File: src/rtl/decode_pkg.sv
// Shared definitions for the instruction-decode stage: opcodes, control
// bundles carried through ID/EX, and the main control decoder.
package decode_pkg;

  localparam int unsigned NUM_REGS = 32;
  localparam int unsigned REG_AW   = 5;

  localparam logic [5:0] OP_RTYPE = 6'b000000;
  localparam logic [5:0] OP_LW    = 6'b100011;
  localparam logic [5:0] OP_SW    = 6'b101011;
  localparam logic [5:0] OP_BEQ   = 6'b000100;
  localparam logic [5:0] OP_ADDI  = 6'b001000;
  localparam logic [5:0] OP_J     = 6'b000010;

  typedef struct packed {
    logic       reg_dst;
    logic [1:0] alu_op;
    logic       alu_src;
  } ex_ctrl_t;

  typedef struct packed {
    logic branch;
    logic mem_read;
    logic mem_write;
  } m_ctrl_t;

  typedef struct packed {
    logic reg_write;
    logic mem_to_reg;
  } wb_ctrl_t;

  typedef struct packed {
    ex_ctrl_t ex;
    m_ctrl_t  m;
    wb_ctrl_t wb;
  } ctrl_t;

  localparam ctrl_t CTRL_NOP = '0;

  // Main control table; unknown opcodes decode to all-zero controls.
  function automatic ctrl_t decode_ctrl(input logic [5:0] opcode);
    ctrl_t c;
    c = CTRL_NOP;
    case (opcode)
      OP_RTYPE: c = ctrl_t'({4'b1100, 3'b000, 2'b10});
      OP_LW:    c = ctrl_t'({4'b0001, 3'b010, 2'b11});
      OP_SW:    c = ctrl_t'({4'b0001, 3'b001, 2'b00});
      OP_BEQ:   c = ctrl_t'({4'b0010, 3'b100, 2'b00});
      OP_ADDI:  c = ctrl_t'({4'b0001, 3'b000, 2'b10});
      OP_J:     c = CTRL_NOP;
      default:  c = CTRL_NOP;
    endcase
    return c;
  endfunction

  function automatic logic is_legal(input logic [5:0] opcode);
    logic ok;
    ok = 1'b0;
    case (opcode)
      OP_RTYPE, OP_LW, OP_SW, OP_BEQ, OP_ADDI, OP_J: ok = 1'b1;
      default: ok = 1'b0;
    endcase
    return ok;
  endfunction

endpackage

File: src/rtl/decode_regfile.sv
// 32-entry register file, two combinational read ports, one write port.
// r0 reads as zero; with BYPASS a same-cycle write is visible on reads.
// Ports: clk, rst_n; we_i/waddr_i/wdata_i write port;
//        raddr1_i/raddr2_i -> rdata1_c_o/rdata2_c_o (combinational).
module decode_regfile
  import decode_pkg::*;
#(
  parameter int unsigned DATA_W = 32,
  parameter bit          BYPASS = 1'b1
) (
  input  logic              clk,
  input  logic              rst_n,
  input  logic              we_i,
  input  logic [REG_AW-1:0] waddr_i,
  input  logic [DATA_W-1:0] wdata_i,
  input  logic [REG_AW-1:0] raddr1_i,
  input  logic [REG_AW-1:0] raddr2_i,
  output logic [DATA_W-1:0] rdata1_c_o,
  output logic [DATA_W-1:0] rdata2_c_o
);

  logic [DATA_W-1:0] regs_q [NUM_REGS];
  logic              wr_en;

  assign wr_en = we_i && (waddr_i != '0);

  // Storage; every entry clears on reset.
  always_ff @(posedge clk or negedge rst_n) begin
    if (!rst_n) begin
      for (int unsigned i = 0; i < NUM_REGS; i++) begin
        regs_q[i] <= '0;
      end
    end else if (wr_en) begin
      regs_q[waddr_i] <= wdata_i;
    end
  end

  // Read ports with optional write-through.
  always_comb begin
    rdata1_c_o = '0;
    rdata2_c_o = '0;
    if (raddr1_i != '0) begin
      if (BYPASS && wr_en && (waddr_i == raddr1_i)) rdata1_c_o = wdata_i;
      else                                          rdata1_c_o = regs_q[raddr1_i];
    end
    if (raddr2_i != '0) begin
      if (BYPASS && wr_en && (waddr_i == raddr2_i)) rdata2_c_o = wdata_i;
      else                                          rdata2_c_o = regs_q[raddr2_i];
    end
  end

endmodule

File: src/rtl/decode_pipe.sv
// MIPS R2000 instruction-decode stage: register file, control decode,
// load-use hazard detection and a ready/valid ID/EX register with flush.
// Ports: if_valid/if_ready/pc/inst_in from fetch; wb_* writeback port;
//        flush, ex_ready from execute; ex_valid, rs/rt/rd, imm, data_1/2,
//        pc_branch, ex/m/wb registered ID/EX contents; equal, jump,
//        jump_target, exception combinational.
module decode_pipe
  import decode_pkg::*;
#(
  parameter int unsigned DATA_W    = 32,
  parameter bit          SIGN_EXT  = 1'b1,
  parameter bit          BYPASS    = 1'b1,
  parameter bit          HAZARD_EN = 1'b1
) (
  input  logic              clk,
  input  logic              rst_n,
  input  logic              if_valid,
  output logic              if_ready,
  input  logic [DATA_W-1:0] pc,
  input  logic [31:0]       inst_in,
  input  logic              wb_we,
  input  logic [4:0]        wb_addr,
  input  logic [DATA_W-1:0] wb_data,
  input  logic              flush,
  input  logic              ex_ready,
  output logic              ex_valid,
  output logic [4:0]        rs,
  output logic [4:0]        rt,
  output logic [4:0]        rd,
  output logic [DATA_W-1:0] imm,
  output logic [DATA_W-1:0] data_1,
  output logic [DATA_W-1:0] data_2,
  output logic [DATA_W-1:0] pc_branch,
  output logic [3:0]        ex,
  output logic [2:0]        m,
  output logic [1:0]        wb,
  output logic              equal,
  output logic              jump,
  output logic [DATA_W-1:0] jump_target,
  output logic              exception
);

  logic [5:0]        opcode;
  logic [4:0]        inst_rs, inst_rt, inst_rd;
  ctrl_t             ctrl_dec;
  logic              legal;
  logic [DATA_W-1:0] imm_ext, pc_plus4, branch_tgt;
  logic [DATA_W-1:0] rdata1, rdata2;
  logic              load, hazard, accept;

  logic              ex_valid_q, ex_valid_d;
  logic [4:0]        rs_q, rs_d, rt_q, rt_d, rd_q, rd_d;
  logic [DATA_W-1:0] imm_q, imm_d, data1_q, data1_d, data2_q, data2_d;
  logic [DATA_W-1:0] pc_branch_q, pc_branch_d;
  ctrl_t             ctrl_q, ctrl_d;

  assign opcode  = inst_in[31:26];
  assign inst_rs = inst_in[25:21];
  assign inst_rt = inst_in[20:16];
  assign inst_rd = inst_in[15:11];

  decode_regfile #(
    .DATA_W (DATA_W),
    .BYPASS (BYPASS)
  ) u_regfile (
    .clk        (clk),
    .rst_n      (rst_n),
    .we_i       (wb_we),
    .waddr_i    (wb_addr),
    .wdata_i    (wb_data),
    .raddr1_i   (inst_rs),
    .raddr2_i   (inst_rt),
    .rdata1_c_o (rdata1),
    .rdata2_c_o (rdata2)
  );

  // Decode, immediate extension and target arithmetic (all modulo 2^DATA_W).
  always_comb begin
    ctrl_dec = decode_ctrl(opcode);
    legal    = is_legal(opcode);
    if (SIGN_EXT) imm_ext = {{(DATA_W-16){inst_in[15]}}, inst_in[15:0]};
    else          imm_ext = {{(DATA_W-16){1'b0}}, inst_in[15:0]};
    pc_plus4    = pc + DATA_W'(4);
    branch_tgt  = pc_plus4 + (imm_ext << 2);
    jump_target = {pc_plus4[DATA_W-1:28], inst_in[25:0], 2'b00};
  end

  // Handshake: stall on a load in EX whose destination the incoming
  // instruction reads; flush always consumes the incoming instruction.
  always_comb begin
    load     = !ex_valid_q || ex_ready;
    hazard   = HAZARD_EN && ex_valid_q && ctrl_q.m.mem_read && (rt_q != '0) && if_valid
               && ((rt_q == inst_rs) || (rt_q == inst_rt));
    if_ready = flush || (load && !hazard);
    accept   = if_valid && if_ready && !flush;
    jump      = accept && (opcode == OP_J);
    exception = accept && !legal;
    equal     = (rdata1 == rdata2);
  end

  // ID/EX next state, in priority: flush, bubble, capture, drain, hold.
  always_comb begin
    ex_valid_d  = ex_valid_q;
    rs_d        = rs_q;
    rt_d        = rt_q;
    rd_d        = rd_q;
    imm_d       = imm_q;
    data1_d     = data1_q;
    data2_d     = data2_q;
    pc_branch_d = pc_branch_q;
    ctrl_d      = ctrl_q;
    if (flush || (load && hazard)) begin
      ex_valid_d = 1'b0;
      ctrl_d     = CTRL_NOP;
    end else if (load && if_valid) begin
      ex_valid_d  = 1'b1;
      rs_d        = inst_rs;
      rt_d        = inst_rt;
      rd_d        = inst_rd;
      imm_d       = imm_ext;
      data1_d     = rdata1;
      data2_d     = rdata2;
      pc_branch_d = branch_tgt;
      ctrl_d      = ctrl_dec;
    end else if (load) begin
      ex_valid_d = 1'b0;
    end
  end

  // ID/EX register.
  always_ff @(posedge clk or negedge rst_n) begin
    if (!rst_n) begin
      ex_valid_q  <= 1'b0;
      rs_q        <= '0;
      rt_q        <= '0;
      rd_q        <= '0;
      imm_q       <= '0;
      data1_q     <= '0;
      data2_q     <= '0;
      pc_branch_q <= '0;
      ctrl_q      <= CTRL_NOP;
    end else begin
      ex_valid_q  <= ex_valid_d;
      rs_q        <= rs_d;
      rt_q        <= rt_d;
      rd_q        <= rd_d;
      imm_q       <= imm_d;
      data1_q     <= data1_d;
      data2_q     <= data2_d;
      pc_branch_q <= pc_branch_d;
      ctrl_q      <= ctrl_d;
    end
  end

  assign ex_valid  = ex_valid_q;
  assign rs        = rs_q;
  assign rt        = rt_q;
  assign rd        = rd_q;
  assign imm       = imm_q;
  assign data_1    = data1_q;
  assign data_2    = data2_q;
  assign pc_branch = pc_branch_q;
  assign ex        = ctrl_q.ex;
  assign m         = ctrl_q.m;
  assign wb        = ctrl_q.wb;

endmodule

File: config.mk
export PLATFORM = sky130hd
export DESIGN_NAME = decode_pipe
export DESIGN_NICKNAME = d
export VERILOG_FILES = /design/src/rtl/decode_pkg.sv /design/src/rtl/decode_regfile.sv /design/src/rtl/decode_pipe.sv
export SDC_FILE = /design/constraint.sdc
export NUM_CORES = 2
export LEC_CHECK = 0
export ABC_CLOCK_PERIOD_IN_PS = 6700
export BUFFER_PORTS_ARGS = -buffer_cell sky130_fd_sc_hd__buf_2
export CORE_MARGIN = 1.5
export CORE_UTILIZATION = 25
export DETAILED_ROUTE_END_ITERATION = 7
export PLACE_DENSITY_LB_ADDON = 0.15
export SYNTH_ARGS = -nofsm -noshare
export SYNTH_HDL_FRONTEND = slang
export SYNTH_SLANG_ARGS = --single-unit
export TNS_END_PERCENT = 1
File: constraint.sdc
create_clock -name clk -period 6.7 [get_ports clk]
set_input_delay 1.675 -clock clk [delete_from_list [all_inputs] [get_ports clk]]
set_output_delay 1.675 -clock clk [all_outputs]
set_load 0.01 [all_outputs]
==> impl_metrics.py <==
metrics = {
    "detailed_routing": {
        "dr_wl_met3_um": 14800,
        "vias": 45700,
        "viasPerCell": 5.20,
        "final_antenna_net_count": 0,
        "route.detailed.drc": 112,
        "top_layer_used": "met5",
        "wire_per_inst_um": 31.4,
        "dr.first_iter.drc_count": 3904,
        "route.met2.wl_um": 126000,
        "first_pass_iters": 8,
        "wirelength_um": 276000,
        "wl_met1_um": 128000,
    },
    "cts": {
        "clk_pin_slew_ps": 50,
        "cts.path.max_buffers": 3,
        "cts_inserted_buffers": 146,
        "clock-sinks": 1153,
        "cts_tree": "yes",
        "worstSkewPairLatency_ps": 810,
        "root_buffer": "clkbuf_16",
        "holdBufCountCts": 0,
        "cts-htree-levels": 4,
    },
    "yosys": {
        "ys_types": 87,
        "synth_seq_area_share_pct": 45.6,
        "synth-async-reset-ratio_pct": 100,
        "synth_edf_count": 0,
        "syn_inst": 4796,
        "syn_area_per_cell_sq_um": 13.2,
        "synth_most_common_cell": "dfrtp_1",
        "synth_top_area_share_pct": 45.6,
        "yosys_warnings": 0,
        "synthFlopType": "dfrtp_1",
        "ys_ff_latch": 1153,
        "post_synth_instance_area_sq_mm": 0.0633,
        "synth.area.top_cells": "dfrtp_1 46%, mux2_2 18%, mux4_2 15%",
        "yosys-top-cells-count": "1153 x dfrtp_1, 990 x mux2_2, 444 x nand2_1",
        "yosys.area.top_type": "dfrtp_1",
    },
    "timing": {
        "relSlewSlack_pct": 18.2,
        "finalHoldViolCount": 0,
        "fmaxAchievable_mhz": 145,
        "min_period_ps": 6890,
        "slew_viol_final": 0,
        "period_share_pct": 103,
        "skew_ps": 32.3,
        "setup_ws_ps": -188,
        "worst_pin_slew_ps": 1220,
        "final-setup-viol-count": 1,
        "timing.hold.ws_ps": 390,
        "rsz0062_at_grt": "yes",
    },
    "floorplanning": {
        "die-area_sq_mm": 0.256,
        "die_x_um": 506,
        "core_area_sq_mm": 0.251,
        "fp-row-count": 184,
        "start_util_pct": 25.2,
        "ios": 296,
        "chipHeight_um": 506,
    },
    "power_and_ir_drop": {
        "peakVddDrop_uv": 283,
        "powerDensity_mw_per_mm2": 293,
        "power_leakage_nw": 34.3,
    },
    "worst_setup_path": {
        "cp.arrival_ps": 5210,
        "startpoint_type": "input pin",
        "path_cells": "buf_6, buf_12, buf_12, and2_1, buf_4, a221o_1, o21ai_0, and3_1, a221o_1, xor2_1, nor2_1, nand4_1, nor4_4, buf_4, buf_6",
        "slowest_stage": "nor4_4",
        "crit_fanout": 20,
        "cp_num_buf_inv": 6,
        "crit_path_max_incr_delay_ps": 500,
        "required_ps": 5030,
        "critPathKind": "in2out",
        "critical-path-top-delay-family": "simple AND/OR/NAND/NOR gates",
        "end_kind": "primary output",
    },
    "finish": {
        "num-fill-cells": 25500,
        "area.growth.synth_to_final_pct": 22.9,
        "fin_area_sq_mm": 0.0777,
        "final_nets": 5450,
        "drive_gt1_share_pct": 48.7,
        "stdcell_count": 8789,
    },
    "grt": {
        "grt_pass1_vias": 47000,
        "antenna_found_initial": 29,
        "grt_overflow_total": 0,
        "grt_pass1_wl_um": 387000,
        "grt_use_total_pct": 21.3,
        "grt_max_degree": 146,
    },
    "run": {
        "maxCapViolations": 0,
    },
    "status": {
        "violations": "design-rule violations, negative setup slack",
        "status": "complete, but fails checks",
    },
    "place": {
        "placed_area_sq_mm": 0.0714,
        "dp_cells": 8436,
        "gp_congestion": 0.839,
        "dp_hpwl_um": 184000,
        "port_buffers": 293,
        "place_ws_ps": -1120,
    },
    "min_path": {
        "hold_path_class": "reg2reg",
    },
}
-- power breakdown --
group	switching [mW]	internal (mW)
clock	3.35	4.80
combinational	2.48	2.83
sequential	1.02	8.29
total	6.85	15.9
-- registers in the layout (all words and copies together) (netlist names) --
name,cells
ex,3
rt,5
data_2,32
wb,1
m,2
data_1,32
rs,5
rd,5
ex_valid,1
u_regfile.regs_q,1024
pc_branch,32
imm,11
-- layout by cell type, fill, tap and decap left out, types with 36 or more instances in the layout --
cell       synthesis  layout
mux2i_1          222     220
clkbuf_16          0     149
buf_12             2      81
nor2_1           134     116
mux2_2           990     989
a21oi_1           62      60
o21ai_0          119     111
buf_4             79     478
clkbuf_1         261      37
mux4_2           431     432
nand2_1          444     427
nand3_1           84      81
buf_2             90     280
xnor2_1           56      48
dfrtp_1         1153    1153
a211oi_1          39      36
xor2_1            43      42
clkbuf_8           0      39
-- metrics by stage --
step                setup TNS (ps)  total power [mW]  util, %
floorplan                        0              12.3        -
global placement             -1180              14.5     28.4
detailed placement           -1120              14.6     28.4
CTS                          -68.7              23.0     30.9
global route                  -251              23.8     30.9
finish                        -188              22.8     30.9
-- cells by family after synthesis --
| group | count (synthesis) | synth area share, % |
|---|---|---|
| muxes | 1651 | 36.8 |
| DFF | 1153 | 45.6 |
| and+or+nand+nor | 842 | 5.91 |
| buffers and inverters | 534 | 4.37 |
| AOI/OAI and AO/OA | 480 | 5.20 |
| xor gates and xnor gates | 99 | 1.37 |
| adders and majority gates | 36 | 0.724 |
| other | 1 | 0.00593 |
-- final timing paths --
kind / end / startpoint / depth (start not counted) / slack [ps]
min in group asynchronous: rd[2]$_DFFE_PN0P_ / rst_n / 1 / 770
max reg2reg: pc_branch[30]$_DFFE_PN0P_ / rt[4]$_DFFE_PN0P_ / 12 / 3110
max: equal / inst_in[18] / 15 / -190
min: u_regfile.regs_q[1005]$_DFFE_PN0P_ / u_regfile.regs_q[1005]$_DFFE_PN0P_ / 0 / 390
min reg2reg: u_regfile.regs_q[1005]$_DFFE_PN0P_ / u_regfile.regs_q[1005]$_DFFE_PN0P_ / 0 / 390
max in group asynchronous: u_regfile.regs_q[116]$_DFFE_PN0P_ / rst_n / 3 / 4170
-- what timing repair did --
| action | in CTS | in global routing |
|---|---|---|
| gates resized for setup | 131 | 4 |
| setup buffers | 66 | 0 |
| gates cloned | 7 | 0 |
| pin swaps | 30 | 0 |
| endpoints found under the setup margin | 1 | 1 |
-- layer usage --
metal	global-route usage, %	vias up
li1	-	19000
met1	30.3	24800
met2	33.5	1547
met3	3.38	339
met4	5.76	10
met5	0	-
-- area by class of cell --
type / count / area (sq um) / share of cell area (%)
Timing Repair Buffer: 875 / 7340 / 9.45
Clock inverter: 42 / 480 / 0.618
Tap cell: 3348 / 4190 / 5.39
Inverter: 21 / 91.3 / 0.118
Clock buffer: 225 / 4400 / 5.67
Sequential cell: 1153 / 28900 / 37.1
Multi-Input combinational cell: 3110 / 32300 / 41.6
Antenna cell: 15 / 37.5 / 0.0483
(Power assumes the default switching activity.)
